## src/rtl/ecg_afe_sequencer.sv

```systemverilog
// MAX30003 sequencer: ROM-driven init, STATUS polling, ECG FIFO burst drain. `define RTOR_EN enables R-R reads.
// One SPI transaction outstanding; a stalled spi_done trips the timeout into ERR. Samples strobe the cycle after spi_done.
module ecg_afe_sequencer #(
    parameter int INIT_LEN  = 6,
    parameter int RST_DLY   = 10_000_000,
    parameter int CFG_DLY   = 5_000_000,
    parameter int POLL_CYC  = 1000,
    parameter int MAX_BURST = 32,
    parameter int TIMEOUT   = 4096
) (
    input  logic        clk,
    input  logic        rst,
    input  logic        start_init,
    output logic [3:0]  rom_addr,
    input  logic [31:0] rom_data,
    output logic        spi_start,
    output logic [31:0] spi_tx,
    input  logic [31:0] spi_rx,
    input  logic        spi_done,
    output logic        init_done,
    output logic        err,
    output logic [17:0] ecg_data,
    output logic        ecg_eof,
    output logic        ecg_valid,
    output logic [13:0] rr_interval,
    output logic        rr_valid,
    output logic [7:0]  ovf_count
);
    localparam int TO_W = $clog2(TIMEOUT + 1);
    localparam int BR_W = $clog2(MAX_BURST + 1);

    typedef enum logic [3:0] {
        S_IDLE, S_INIT_X, S_INIT_D, S_SYNC, S_POLL,
        S_STAT, S_ECG, S_FRST, S_RR, S_ERR
    } state_t;

    state_t            state, state_nx;
    logic              busy;
    logic [TO_W-1:0]   to_cnt;
    logic [31:0]       dly_cnt;
    logic [31:0]       poll_cnt;
    logic [BR_W-1:0]   burst;
    logic [31:0]       tx_word;
    logic              xfer, issue, xdone, tmo;
    logic [2:0]        etag;
    logic              ecg_take, ecg_end, rr_go;
    logic              unused_rx;

    assign unused_rx = ^{spi_rx[31:24], spi_rx[2:0]};
    assign etag      = spi_rx[5:3];

`ifdef RTOR_EN
    logic rr_pend;
    assign rr_go = rr_pend;
`else
    assign rr_go       = 1'b0;
    assign rr_interval = '0;
    assign rr_valid    = 1'b0;
`endif

    // Output/decode process: transaction word per state and completion qualifiers
    always_comb begin
        tx_word = 32'h0;
        xfer    = 1'b0;
        case (state)
            S_INIT_X: begin tx_word = rom_data;     xfer = 1'b1; end
            S_SYNC:   begin tx_word = 32'h12000000; xfer = 1'b1; end
            S_STAT:   begin tx_word = 32'h03000000; xfer = 1'b1; end
            S_ECG:    begin tx_word = 32'h43FFFFFF; xfer = 1'b1; end
            S_FRST:   begin tx_word = 32'h14000000; xfer = 1'b1; end
`ifdef RTOR_EN
            S_RR:     begin tx_word = 32'h4BFFFFFF; xfer = 1'b1; end
`endif
            default:  ;
        endcase
        issue    = xfer && !busy;
        xdone    = busy && spi_done;
        tmo      = busy && !spi_done && (to_cnt == TO_W'(TIMEOUT - 1));
        ecg_take = (etag == 3'b000) || (etag == 3'b010);
        ecg_end  = (etag == 3'b110) || (etag == 3'b010) || (burst == BR_W'(MAX_BURST - 1));
    end

    always_comb begin
        state_nx = state;
        if (tmo) begin
            state_nx = S_ERR;
        end else begin
            case (state)
                S_IDLE, S_ERR: if (start_init) state_nx = S_INIT_X;
                S_INIT_X: if (xdone) state_nx = S_INIT_D;
                S_INIT_D: if (dly_cnt == 32'd0)
                              state_nx = (rom_addr == 4'(INIT_LEN - 1)) ? S_SYNC : S_INIT_X;
                S_SYNC:   if (xdone) state_nx = S_POLL;
                S_POLL:   if (poll_cnt == 32'd0) state_nx = S_STAT;
                S_STAT: if (xdone) begin
                    if (spi_rx[23]) state_nx = S_ECG;
`ifdef RTOR_EN
                    else if (spi_rx[10]) state_nx = S_RR;
`endif
                    else state_nx = S_POLL;
                end
                S_ECG: if (xdone) begin
                    if (etag == 3'b111) state_nx = S_FRST;
                    else if (ecg_end)   state_nx = rr_go ? S_RR : S_POLL;
                end
                S_FRST: if (xdone) state_nx = S_POLL;
`ifdef RTOR_EN
                S_RR:   if (xdone) state_nx = S_POLL;
`endif
                default: state_nx = S_IDLE;
            endcase
        end
    end

    always_ff @(posedge clk or posedge rst) begin
        if (rst) state <= S_IDLE;
        else     state <= state_nx;
    end

    always_ff @(posedge clk or posedge rst) begin
        if (rst) begin
            busy      <= 1'b0;
            to_cnt    <= '0;
            dly_cnt   <= '0;
            poll_cnt  <= '0;
            burst     <= '0;
            rom_addr  <= '0;
            spi_start <= 1'b0;
            spi_tx    <= '0;
            init_done <= 1'b0;
            err       <= 1'b0;
            ecg_data  <= '0;
            ecg_eof   <= 1'b0;
            ecg_valid <= 1'b0;
            ovf_count <= '0;
`ifdef RTOR_EN
            rr_pend     <= 1'b0;
            rr_interval <= '0;
            rr_valid    <= 1'b0;
`endif
        end else begin
            spi_start <= 1'b0;
            ecg_valid <= 1'b0;
`ifdef RTOR_EN
            rr_valid  <= 1'b0;
`endif
            if (issue) begin
                spi_start <= 1'b1;
                spi_tx    <= tx_word;
                busy      <= 1'b1;
                to_cnt    <= '0;
            end else if (busy) begin
                if (spi_done || tmo) busy <= 1'b0;
                else                 to_cnt <= to_cnt + 1'b1;
            end
            if (tmo) begin
                err       <= 1'b1;
                init_done <= 1'b0;
            end
            case (state)
                S_IDLE, S_ERR: if (start_init) begin
                    rom_addr <= '0;
                    err      <= 1'b0;
`ifdef RTOR_EN
                    rr_pend  <= 1'b0;
`endif
                end
                S_INIT_X: if (xdone)
                    dly_cnt <= (rom_addr == 4'd0) ? 32'(RST_DLY) : 32'(CFG_DLY);
                S_INIT_D: begin
                    if (dly_cnt == 32'd0) rom_addr <= rom_addr + 4'd1;
                    else                  dly_cnt  <= dly_cnt - 32'd1;
                end
                S_SYNC: if (xdone) begin
                    init_done <= 1'b1;
                    poll_cnt  <= 32'(POLL_CYC);
                end
                S_POLL: if (poll_cnt != 32'd0) poll_cnt <= poll_cnt - 32'd1;
                S_STAT: if (xdone) begin
                    burst    <= '0;
                    poll_cnt <= 32'(POLL_CYC);
`ifdef RTOR_EN
                    rr_pend  <= spi_rx[23] && spi_rx[10];
`endif
                end
                S_ECG: if (xdone) begin
                    burst    <= burst + 1'b1;
                    poll_cnt <= 32'(POLL_CYC);
                    if (ecg_take) begin
                        ecg_data  <= spi_rx[23:6];
                        ecg_eof   <= (etag == 3'b010);
                        ecg_valid <= 1'b1;
                    end
                    if (etag == 3'b111 && ovf_count != 8'hFF) ovf_count <= ovf_count + 8'd1;
                end
                S_FRST: if (xdone) poll_cnt <= 32'(POLL_CYC);
`ifdef RTOR_EN
                S_RR: if (xdone) begin
                    rr_interval <= spi_rx[23:10];
                    rr_valid    <= 1'b1;
                    rr_pend     <= 1'b0;
                    poll_cnt    <= 32'(POLL_CYC);
                end
`endif
                default: ;
            endcase
        end
    end
endmodule
```

## config.mk

```make
export PLATFORM = sky130hd
export DESIGN_NAME = ecg_afe_sequencer
export DESIGN_NICKNAME = d
export VERILOG_FILES = /design/src/rtl/ecg_afe_sequencer.sv
export SDC_FILE = /design/constraint.sdc
export NUM_CORES = 1
export LEC_CHECK = 0
export CORE_AREA = 2 2 125 127
export DETAILED_ROUTE_END_ITERATION = 10
export DIE_AREA = 0 0 127 129
export PLACE_DENSITY = 0.77
export SKIP_LAST_GASP = 1
export SYNTH_ARGS = -nofsm -noshare
export SYNTH_HDL_FRONTEND = slang
export SYNTH_SLANG_ARGS = --single-unit
```

## constraint.sdc

```tcl
create_clock -name clk -period 7.52 [get_ports clk]
set_input_delay 1.504 -clock clk [delete_from_list [all_inputs] [get_ports clk]]
set_output_delay 1.504 -clock clk [all_outputs]
set_load 0.01 [all_outputs]
```

* Word level (Yosys, flattened, before mapping)
Cells that the tools add are included.
** Storage, ports and cells
- Memory bits (read-only) :: 0
- Bits in registers :: 155
- Memory bits (writable) :: 0
- Memories kept :: 0
- Input bits :: 68
- Bits in latches :: 0
- Logic and storage cells :: 131
** Cells by class
- Equality and inequality tests :: 32
- Multipliers :: 0
- Magnitude comparators :: 0
- Add/sub/neg operators :: 6
- Reduce and logical (&&, ||, !) cells :: 34
- Shifts and indexed selects :: 0
- Muxes and demuxes :: 44
- Div/mod/pow operators :: 0
- Bitwise gates (word level) :: 0
** Operator list (number)
- one-hot mux 32 bit (5 select lines) :: 1
- two-way mux 32 bit :: 4
- one-hot mux 32 bit (2 select lines) :: 2
- logical NOT 32 bit :: 2
- subtractor 32 x 1 -> 32 bit, second input constant :: 2
- two-way mux 4 bit :: 12
- two-way mux 13 bit :: 3
- nonzero test 32 bit :: 1
- one-hot mux 4 bit (7 select lines) :: 1
- two-way mux 24 bit :: 1
- equality test 4 x 3 -> 1 bit, second input constant :: 5
- != test 3 bit, second input constant :: 6
- AND reduction 3 bit :: 6
- != test 2 bit, second input constant :: 8
- two-way mux 1 bit :: 14
- adder 13 x 1 -> 13 bit, second input constant :: 1
- equality test 13 x 12 -> 1 bit, second input constant :: 1
- two-way mux 6 bit :: 2
- one-hot mux 6 bit (2 select lines) :: 1
- nonzero test 2 bit :: 5
- adder 8 x 1 -> 8 bit, second input constant :: 1
- equality test 4 x 2 -> 1 bit, second input constant :: 2
- logical NOT 4 bit :: 2
- != test 8 bit, second input constant :: 1
- other kinds (21) :: 32

* Longest topological paths before layout
Gate-level depths: netlist (run 1).
- Depth in word-level cells :: 8
- Mapped depth :: 10
- Gate-level depth less buffers :: 8

* Least setup slack after synthesis (run 1)
OpenSTA, ideal clock, no wires.
- Path type :: in2reg
- Start :: in spi_done
- End :: reg ovf_count[3]
- Library setup time :: 126 ps
- Stages :: 7
- Slack :: 4334 ps
- Arrival :: 3060 ps
- Cell sequence :: and2_1 > clkbuf_1 > nand4_1 > a311oi_1 > and3_1 > nand2_1 > xnor2_1
** Between the ends
- Cells in the longest elaborated chain, start to end :: 2
** Ends and longest elaborated chain
- from (decl) :: line 19 : input logic spi_done,
- logical AND 1 bit :: line 77 : xdone = busy && spi_done;
- AND reduction 3 bit (no line)
- to (signal assigned) :: line 194 : if (etag == 3'b111 && ovf_count != 8'hFF) ovf_count <= ovf_count + 8'd1;
- to (decl) :: line 27 : output logic [7:0] ovf_count
No other way between the ends.
A chain may end at the register's enable or synchronous reset.

* Worst setup path in the final report (run 1)
- Start :: in spi_done
- End :: reg dly_cnt[9]
** Between the ends
- Cells in the longest elaborated chain, start to end :: 3
** Ends and longest elaborated chain
- logical AND 1 bit :: line 77
- != test 2 bit (no line)
- AND reduction 3 bit (no line)
- to (signal assigned) :: line 169 : dly_cnt <= (rom_addr == 4'd0) ? 32'(RST_DLY) : 32'(CFG_DLY);
- to (signal assigned) :: line 172 : else dly_cnt <= dly_cnt - 32'd1;
- to (decl) :: line 40 : logic [31:0] dly_cnt;
No other way between the ends.

==> results of run 1 <==
[cell families (layout without fill, tap and decap cells)]
logic type	count (synthesis)	count (layout)	synth area share, %
AND/OR/NAND/NOR	364	364	22.6
AO/OA/AOI/OAI	218	218	16.9
flip-flops	155	155	49.4
buffers and inverters	82	182	4.94
XOR/XNOR	35	35	3.90
adder cells (fa/ha/maj)	8	8	1.27
multiplexers	7	7	0.908
other	1	15	0.0478
[routing by layer]
layer  vias to the layer above  wire length, um  share of wire, %  GRT usage, %
met3                        27              722               4.0          4.07
met2                       156             8630                47          38.1
met5                         -                0                 0             0
met4                         0              312               1.7          7.37
met1                      3192             8610                47          32.6
li1                       3253                -                 -             -
[cell type report]
| class | instances | area (sq um) |
|---|---|---|
| multi-input cells | 647 | 3660 |
| flip-flops and latches | 155 | 3880 |
| clock inverters | 12 | 173 |
| fillers | 1246 | 5240 |
| repair buffers | 129 | 1280 |
| inverters | 21 | 83.8 |
| well taps | 188 | 235 |
| clock buffers | 20 | 437 |
[synth_stat cells, drive strengths merged (3+ instances only)]
| library cell | number | area [sq um] |
|---|---|---|
| inv | 20 | 75.1 |
| or2 | 3 | 18.8 |
| nand3 | 27 | 135 |
| o311ai | 3 | 26.3 |
| o211ai | 5 | 56.3 |
| mux2i | 6 | 60.1 |
| nor4b | 3 | 26.3 |
| dfrtp | 155 | 3880 |
| and3 | 9 | 56.3 |
| nor2 | 72 | 270 |
| nand2 | 135 | 507 |
| nor3 | 29 | 161 |
| nand2b | 8 | 50.1 |
| o21ai | 81 | 405 |
| a21oi | 66 | 330 |
| nor2b | 7 | 43.8 |
| and2 | 10 | 62.6 |
| nand4 | 9 | 56.3 |
| a2111oi | 3 | 26.3 |
| a31oi | 11 | 75.1 |
| a22o | 3 | 26.3 |
| nor4 | 12 | 96.3 |
| xor2 | 18 | 158 |
| a211oi | 4 | 30.0 |
| o31ai | 16 | 134 |
| nor3b | 3 | 22.5 |
| xnor2 | 17 | 149 |
| o21a | 5 | 37.5 |
| ha | 8 | 100 |
| buf | 31 | 195 |
| or4 | 14 | 113 |
| a21o | 4 | 30.0 |
| clkbuf | 30 | 114 |
| or3 | 17 | 106 |
[flip-flops by register name, summed over array words and instances (netlist names)]
| name | flops |
|---|---|
| burst | 6 |
| busy | 1 |
| dly_cnt | 32 |
| ecg_data | 18 |
| ecg_eof | 1 |
| ecg_valid | 1 |
| err | 1 |
| init_done | 1 |
| ovf_count | 8 |
| poll_cnt | 32 |
| rom_addr | 4 |
| spi_start | 1 |
| spi_tx | 32 |
| state | 4 |
| to_cnt | 13 |
[worst paths after layout]
kind / startpoint / end / slack (ps) / cells after the start
hold reg to reg: poll_cnt[15] / poll_cnt[15] / 470 / 1
max in group asynchronous: rst / to_cnt[7] / 4610 / 3
min in group asynchronous: rst / poll_cnt[29] / 1600 / 2
setup reg to reg: dly_cnt[0] / dly_cnt[9] / 3990 / 8
hold / removal: poll_cnt[15] / poll_cnt[15] / 470 / 1
setup / recovery: spi_done / dly_cnt[9] / 3590 / 6
[power groups by stage]
stage	registers [mW]	clock network [mW]	logic [mW]
3_5_place_dp	1.24	0	1.17
3_3_place_gp	1.24	0	1.15
6_report	1.23	0.889	1.18
4_1_cts	1.23	0.899	1.18
2_1_floorplan	1.24	0	0.748
5_1_grt	1.26	0.939	1.32
[critical path: stages]
cell	delay [ps]
clkdlybuf4s50_1	440
and2_1	290
and2_1	510
o31ai_1	1010
nor3_1	80
or3b_1	380
[per-stage QoR]
stage	hold WS [ps]	worst slack, ps
floorplan	438	1840
global placement	457	3220
detailed placement	462	3180
CTS	476	3620
global route	497	3420
finish	469	3590
==> qor.yml, run 1 <==
clockBufferDepth: 2
cts_hold_buf: 0
place_congestion: 0.820
antenna_found_initial: 0
ios: 150
maxCapViolCount: 0
dpl.hpwl_um: 12100
final_common_cell: "dfrtp_1"
syn_avg_cell_area_sq_um: 9.02
p_int_mw: 2.10
port_buffers: 123
relSlewSlack_pct: 26.2
swShare_pct: 36.5
drc_errors: 0
period_share_pct: 52.3
drtIter0Drc: 491
crit_fanout: 24
cp.required_ps: 7820
vias_per_cell: 5.66
skew_ps: 8.96
post_cts_buffers: 0
chipHeight_um: 129
synthCells: 870
htreeDepth: 4
row_count: 45
ys_seq_elements: 155
initial_core_util_pct: 52.4
total_power_mw: 3.30
seqPwrFrac_pct: 37.4
max_freq_ghz: 0.254
grt.overflow.total: 0
grt_first_pass_wirelength_um: 31000
path_clk_slew_ps: 60
min_period_ps: 3930
placedCellCount: 1140
worstSkewPairLatency_ps: 430
layout_common_cells: "dfrtp_1 (155), nand2_1 (135), clkdlybuf4s50_1 (123), o21ai_0 (76), nor2_1 (72)"
finalNonFillerCells: 1172
p_per_area_mw_per_mm2: 339
drt-total-wl_um: 18300
ys_types: 70
die_w_um: 127
dr.pass1.iters: 4
grt_usage_pct: 23.5
yosysSeqAreaShare_pct: 49.4
drive_above_1_share_pct: 5.39
utilization_pct: 65.0
switchingPower_mw: 1.21
die_area_sq_mm: 0.0164
arrival_ps: 4230
grt_max_degree: 92
vias: 6628
cts_buffers: 17
grt_pass1_vias: 6230
synthFlopType: "dfrtp_1"
setup_tns_ps: 0
nNetsFinal: 1047
cts_root_buf: "clkbuf_16"
ir_drop_uv: 263
p_leak_nw: 4.28
drv_slew: 0
core_sq_mm: 0.0150
antenna_left: 0
worst_hold_path_type: "flop to flop"
synthesis.area_sq_mm: 0.00785
place_area_sq_mm: 0.00913
fin_area_sq_mm: 0.00974
end_kind: "flop"
outcome: "completed"
n_antenna_cell: 0
post_drt_wl_per_cell_um: 15.6
p_comb_share_pct: 35.7
finalSetupViolCount: 0
clkSinkCount: 155
synth_edf_count: 0
synthToLayoutAreaGrowth_pct: 24.1
rsz0062_at_grt: "no"
cts_tree: "done"
power_frac_clock_pct: 26.9
critPathLaunchType: "input pin"
hold_violations: 0
ys_async_sr_fraction_pct: 100
yosys_warnings: 0
cts_resized: 0
crit_type: "input pin to flop"
tightest_slew_ps: 1100
(Power assumes the default switching activity.)
==> run 2: changes to the inputs <==
clock period = 4 ns   (was 7.52 ns; I/O delays follow)
==> run 2 against run 1 <==
  * First-iteration DRC count up 12%
  * Sequential power up 89%
  * Sequential cell count unchanged
  * Clock power up 77%
  * Sequential share of layout area down 0.43 points
  * Die area unchanged
  * Count of clock-buffer cells in the layout unchanged
  * Worst setup slack worse by 2800 ps
  * Critical path type is now flop to flop
  * Largest cell class unchanged
==> qor.yml, run 2 (same netlist as run 1, synthesis figures left out) <==
critPathLaunchType: "flop"  # was input pin
post_cts_buffers: 0  # unchanged
finalSetupViolCount: 0  # unchanged
switchingPower_mw: 2.27  # was 1.21 mW
skew_ps: 9.79  # was 8.96 ps
dpl.hpwl_um: 12600  # was 12100 um
worstRegToRegCells: 9  # was 8
setup_ws_ps: 757  # was 3590 ps
nNetsFinal: 1062  # was 1047
core_sq_mm: 0.0150  # unchanged
r2r_slack_ps: 760  # was 3990 ps
synthToLayoutAreaGrowth_pct: 25.4  # was 24.1%
min_period_ps: 3240
n_antenna_cell: 0  # unchanged
clkSinkCount: 155  # unchanged
chipHeight_um: 129  # unchanged
path_clk_slew_ps: 70  # was 60 ps
layout_common_cells: "dfrtp_1 (155), nand2_1 (135), clkdlybuf4s50_1 (123), o21ai_0 (76), nor2_1 (72)"  # unchanged
clockBufferDepth: 2  # unchanged
vias: 6651  # was 6628
swShare_pct: 36.9  # was 36.5%
crit_fanout: 10  # was 24
ir_drop_uv: 475  # was 263 uV
hold_slack_ps: 471  # was 469 ps
endpoint: "dly_cnt[22]"  # was dly_cnt[9]
dr.pass1.iters: 5  # was 4
rsz0062_at_grt: "no"  # unchanged
tightest_slew_ps: 1010  # was 1100 ps
htreeDepth: 4  # unchanged
setup_tns_ps: 0  # unchanged
reg2reg_from: "dly_cnt[0]"  # unchanged
grt_max_degree: 48  # was 92
row_count: 45  # unchanged
arrival_ps: 3590  # was 4230 ps
port_buffers: 123  # unchanged
ios: 150  # unchanged
end_kind: "flop"  # unchanged
drc_errors: 0  # unchanged
drv_slew: 0  # unchanged
cts_resized: 0  # unchanged
worst_hold_path_type: "flop to flop"  # unchanged
grt.overflow.total: 0  # unchanged
r2r_end: "dly_cnt[22]"  # was dly_cnt[9]
max_freq_ghz: 0.308
vias_per_cell: 5.61  # was 5.66
cts_root_buf: "clkbuf_16"  # unchanged
startpoint: "dly_cnt[0]"  # was spi_done
worstSkewPairLatency_ps: 420  # was 430 ps
period_share_pct: 81.1
post_drt_wl_per_cell_um: 15.5  # was 15.6 um
outcome: "completed"  # unchanged
drtIter0Drc: 548  # was 491
power_frac_clock_pct: 25.6  # was 26.9%
top_regs: "dly_cnt: 32 flops, poll_cnt: 32 flops, spi_tx: 32 flops"  # unchanged
drt-total-wl_um: 18300  # about the same
n_fill_cell: 1200  # was 1246
cts_tree: "done"  # unchanged
dp_slack_ps: 874  # was 3180 ps
place_congestion: 0.848  # was 0.820
p_int_mw: 3.88  # was 2.10 mW
die_area_sq_mm: 0.0164  # unchanged
crit_type: "flop to flop"  # was input pin to flop
antenna_left: 0  # unchanged
seqPwrFrac_pct: 37.8  # was 37.4%
utilization_pct: 65.7  # was 65.0%
cts_buffers: 17  # unchanged
final_common_cell: "dfrtp_1"  # unchanged
hold_violations: 0  # unchanged
p_per_area_mw_per_mm2: 624  # was 339 mW/mm^2
antenna_found_initial: 0  # unchanged
maxCapViolCount: 0  # unchanged
die_w_um: 127  # unchanged
grt_first_pass_wirelength_um: 31200  # was 31000 um
grt_usage_pct: 23.6  # was 23.5%
drive_above_1_share_pct: 6.91  # was 5.39%
initial_core_util_pct: 52.4  # unchanged
grt_pass1_vias: 6220  # was 6230
cts_hold_buf: 0  # unchanged
p_comb_share_pct: 36.6  # was 35.7%
relSlewSlack_pct: 32.8  # was 26.2%
cp.required_ps: 4340  # was 7820 ps
p_leak_nw: 4.35  # was 4.28 nW
run 2: worst max-delay path, cell delays in order (launching register included):
cell and delay, ps:
dfrtp_1 400, inv_1 130, ha_1 230, nor4b_1 560, and2_1 470, a31oi_2 320, a211oi_1 510, buf_4 250
o21ai_0 100, a2bb2oi_1 180
run 2: per-layer routing:
| layer | part of all wire, % | GRT usage [%] |
|---|---|---|
| met4 | 0.71 | 5.43 |
| met2 | 48 | 37.7 |
| met5 | 0 | 0 |
| met1 | 47 | 33.4 |
| met3 | 4.3 | 5.03 |
run 2: how the worst min path moves through the flow:
| stage | startpoint | endpoint | slack, ps | depth (start not counted) |
|---|---|---|---|---|
| finish | dly_cnt[27] | dly_cnt[27] | 470 | 1 |
| floorplan | poll_cnt[25] | poll_cnt[25] | 440 | 1 |
| detailed placement | ecg_data[11] | ecg_data[11] | 460 | 2 |
| global placement | ecg_data[15] | ecg_data[15] | 460 | 2 |
| global route | ecg_data[11] | ecg_data[11] | 490 | 2 |
| CTS | dly_cnt[27] | dly_cnt[27] | 480 | 1 |
run 2: area by class of cell:
class / count / area (sq um) / area share, %
Timing Repair Buffer: 144 / 1410 / 14.4
Sequential cell: 155 / 3880 / 39.4
Clock buffer: 20 / 457 / 4.64
Multi-Input combinational cell: 647 / 3660 / 37.1
Inverter: 21 / 82.6 / 0.839
Tap cell: 188 / 235 / 2.39
Clock inverter: 11 / 121 / 1.23
run 2: power groups by stage:
stage	clock, mW	combinational [mW]	sequential (mW)
floorplan	0	1.41	2.33
global placement	0	2.19	2.33
detailed placement	0	2.24	2.34
CTS	1.60	2.26	2.32
global route	1.68	2.52	2.38
finish	1.57	2.25	2.33
run 2: stage by stage:
stage,power [mW],std cells,cell area [sq um]
floorplan,3.73,884,7910
global placement,4.52,1155,9270
detailed placement,4.58,1155,9270
CTS,6.18,1186,9850
global route,6.58,1186,9850
finish,6.15,1186,9850
==> run 3: changes to the inputs <==
clock period = 3.1 ns   (was 4 ns; I/O delays follow)
==> run 3 against run 2 <==
  * Clock power increased by 42%
  * Critical path depth shrank 1
  * Count of clock-buffer cells in the layout is 1 higher
  * First-iteration DRC count fell by 0.18%
  * Worst setup slack lost 510 ps
  * Utilization increased by 1.4 points
  * Sequential share of layout area fell by 0.83 points
  * Power increased by 34%
  * Critical endpoint is now poll_cnt[8]
  * Highest routed layer unchanged
  * Worst hold slack better by 4.0 ps
==> qor.yml, run 3 (same netlist as run 1, synthesis figures left out) <==
layout_common_cells: "dfrtp_1 (155), nand2_1 (135), clkdlybuf4s50_1 (123), o21ai_0 (76), nor2_1 (72)"  # unchanged
clockBufferDepth: 2  # unchanged
top_regs: "dly_cnt: 32 flops, poll_cnt: 32 flops, spi_tx: 32 flops"  # unchanged
grt_first_pass_wirelength_um: 31600  # was 31200 um
crit_type: "flop to flop"  # unchanged
htreeDepth: 4  # unchanged
path_clk_slew_ps: 60  # was 70 ps
ir_drop_uv: 501  # was 475 uV
vias: 6793  # was 6651
relSlewSlack_pct: 50.0  # was 32.8%
cp_num_buf_inv: 1  # was 2
reg2reg_from: "poll_cnt[0]"  # was dly_cnt[0]
arrival_ps: 3150  # was 3590 ps
synthToLayoutAreaGrowth_pct: 28.1  # was 25.4%
clkSinkCount: 155  # unchanged
vias_per_cell: 5.63  # was 5.61
drive_above_1_share_pct: 8.74  # was 6.91%
drc_errors: 0  # unchanged
rsz0062_at_grt: "no"  # unchanged
initial_core_util_pct: 52.4  # unchanged
p_per_area_mw_per_mm2: 818  # was 624 mW/mm^2
grt_pass1_vias: 6501  # was 6220
min_period_ps: 2850  # was 3240 ps
outcome: "completed"  # unchanged
worstSkewPairLatency_ps: 430  # was 420 ps
dr.pass1.iters: 5  # unchanged
cts_tree: "done"  # unchanged
port_buffers: 123  # unchanged
drt-total-wl_um: 18800  # was 18300 um
drtIter0Drc: 547  # was 548
p_int_mw: 5.27  # was 3.88 mW
n_fill_cell: 1191  # was 1200
finalSetupViolCount: 0  # unchanged
power_frac_clock_pct: 27.1  # was 25.6%
post_drt_wl_per_cell_um: 15.6  # was 15.5 um
p_leak_nw: 4.47  # was 4.35 nW
core_sq_mm: 0.0150  # unchanged
path_depth: 8  # was 9
r2r_end: "poll_cnt[8]"  # was dly_cnt[22]
die_area_sq_mm: 0.0164  # unchanged
hold_violations: 0  # unchanged
drv_slew: 0  # unchanged
grt_max_degree: 61  # was 48
row_count: 45  # unchanged
worst_hold_path_type: "flop to flop"  # unchanged
period_share_pct: 91.9  # was 81.1%
cts_root_buf: "clkbuf_16"  # unchanged
critPathLaunchType: "flop"  # unchanged
antenna_found_initial: 0  # unchanged
cts_resized: 0  # unchanged
seqPwrFrac_pct: 36.2  # was 37.8%
p_comb_share_pct: 36.7  # was 36.6%
crit_fanout: 11  # was 10
utilization_pct: 67.2  # was 65.7%
max_stage_delay_ps: 640  # was 560 ps
cp.required_ps: 3400  # was 4340 ps
cts_hold_buf: 0  # unchanged
cp_common_cell: "a21oi_1"
cpLargestDelayFamily: "simple AND/OR/NAND/NOR gates"  # was compound AO/OA/AOI/OAI gates
startpoint: "poll_cnt[0]"  # was dly_cnt[0]
worstRegToRegCells: 8  # was 9
endpoint: "poll_cnt[8]"  # was dly_cnt[22]
tightest_slew_ps: 746  # was 1010 ps
maxCapViolCount: 0  # unchanged
nNetsFinal: 1081  # was 1062
skew_ps: 5.45  # was 9.79 ps
switchingPower_mw: 2.96  # was 2.27 mW
post_cts_buffers: 0  # unchanged
cts_buffers: 17  # unchanged
swShare_pct: 36.0  # was 36.9%
ios: 150  # unchanged
crit_chain: "inv_1 > ha_1 > or4b_2 > nand4b_1 > o31ai_4 > nand2_1 > a21oi_1 > a21oi_1"  # was inv_1 > ha_1 > nor4b_1 > and2_1 > a31oi_2 > a211oi_1 > buf_4 > o21ai_0 > a2bb2oi_1
dpl.hpwl_um: 12900  # was 12600 um
final_common_cell: "dfrtp_1"  # unchanged
setup_tns_ps: 0  # unchanged
place_congestion: 0.833  # was 0.848
end_kind: "flop"  # unchanged
critPathSlowestCell: "or4b_2"  # was nor4b_1
grt_usage_pct: 24.0  # was 23.6%
n_antenna_cell: 0  # unchanged
r2r_slack_ps: 250  # was 760 ps
grt.overflow.total: 0  # unchanged
chipHeight_um: 129  # unchanged
max_freq_ghz: 0.351  # was 0.308 GHz
antenna_left: 0  # unchanged
die_w_um: 127  # unchanged
-- run 3: cell type report --
class,count,area [sq um],share of cell area [%]
inverter,21,82.6,0.821
tap,188,235,2.34
clock inverter,11,165,1.64
sequential,155,3880,38.6
clock buffer,21,470,4.68
timing repair buffer,163,1570,15.6
multi-input combinational,647,3660,36.4
-- run 3: power by group through the flow --
| stage | Combinational (mW) | Clock (mW) | Sequential [mW] |
|---|---|---|---|
| floorplan | 1.81 | 0 | 3.00 |
| global route | 3.37 | 2.35 | 3.06 |
| finish | 3.02 | 2.23 | 2.98 |
| CTS | 3.03 | 2.25 | 2.97 |
| detailed placement | 3.00 | 0 | 3.00 |
| global placement | 2.94 | 0 | 2.98 |
-- run 3: worst reg2reg max path, cell delays in order (launching register included) --
cell      delay (ps)
dfrtp_1          450
inv_1             90
ha_1             200
or4b_2           640
nand4b_1         340
o31ai_4          330
nand2_1          360
a21oi_1          260
a21oi_1           50
-- run 3: worst min path at each step --
| stage | startpoint | to | slack (ps) | cells after the start |
|---|---|---|---|---|
| 2_1_floorplan | poll_cnt[25] | poll_cnt[25] | 440 | 1 |
| 3_3_place_gp | ecg_data[16] | ecg_data[16] | 460 | 2 |
| 3_5_place_dp | ecg_data[10] | ecg_data[10] | 460 | 2 |
| 4_1_cts | poll_cnt[15] | poll_cnt[15] | 480 | 1 |
| 5_1_grt | poll_cnt[25] | poll_cnt[25] | 500 | 1 |
| 6_report | ecg_data[9] | ecg_data[9] | 480 | 2 |
-- run 3: stage by stage --
stage | hold slack [ps] | std cells | worst slack, ps | area, sq um | power, mW
floorplan | 438 | 884 | 521 | 7910 | 4.81
global placement | 457 | 1174 | 314 | 9420 | 5.92
detailed placement | 464 | 1174 | 282 | 9420 | 6.00
CTS | 478 | 1206 | 276 | 10100 | 8.25
global route | 497 | 1206 | 20.1 | 10100 | 8.78
finish | 475 | 1206 | 251 | 10100 | 8.23
-- run 3: layer usage --
metal / vias up / track usage, % / part of all wire (%)
li1: 3313 / - / -
met1: 3293 / 32.5 / 46
met2: 173 / 40.2 / 49
met3: 14 / 4.53 / 4.4
met4: 0 / 6.59 / 1.1
met5: - / 0 / 0
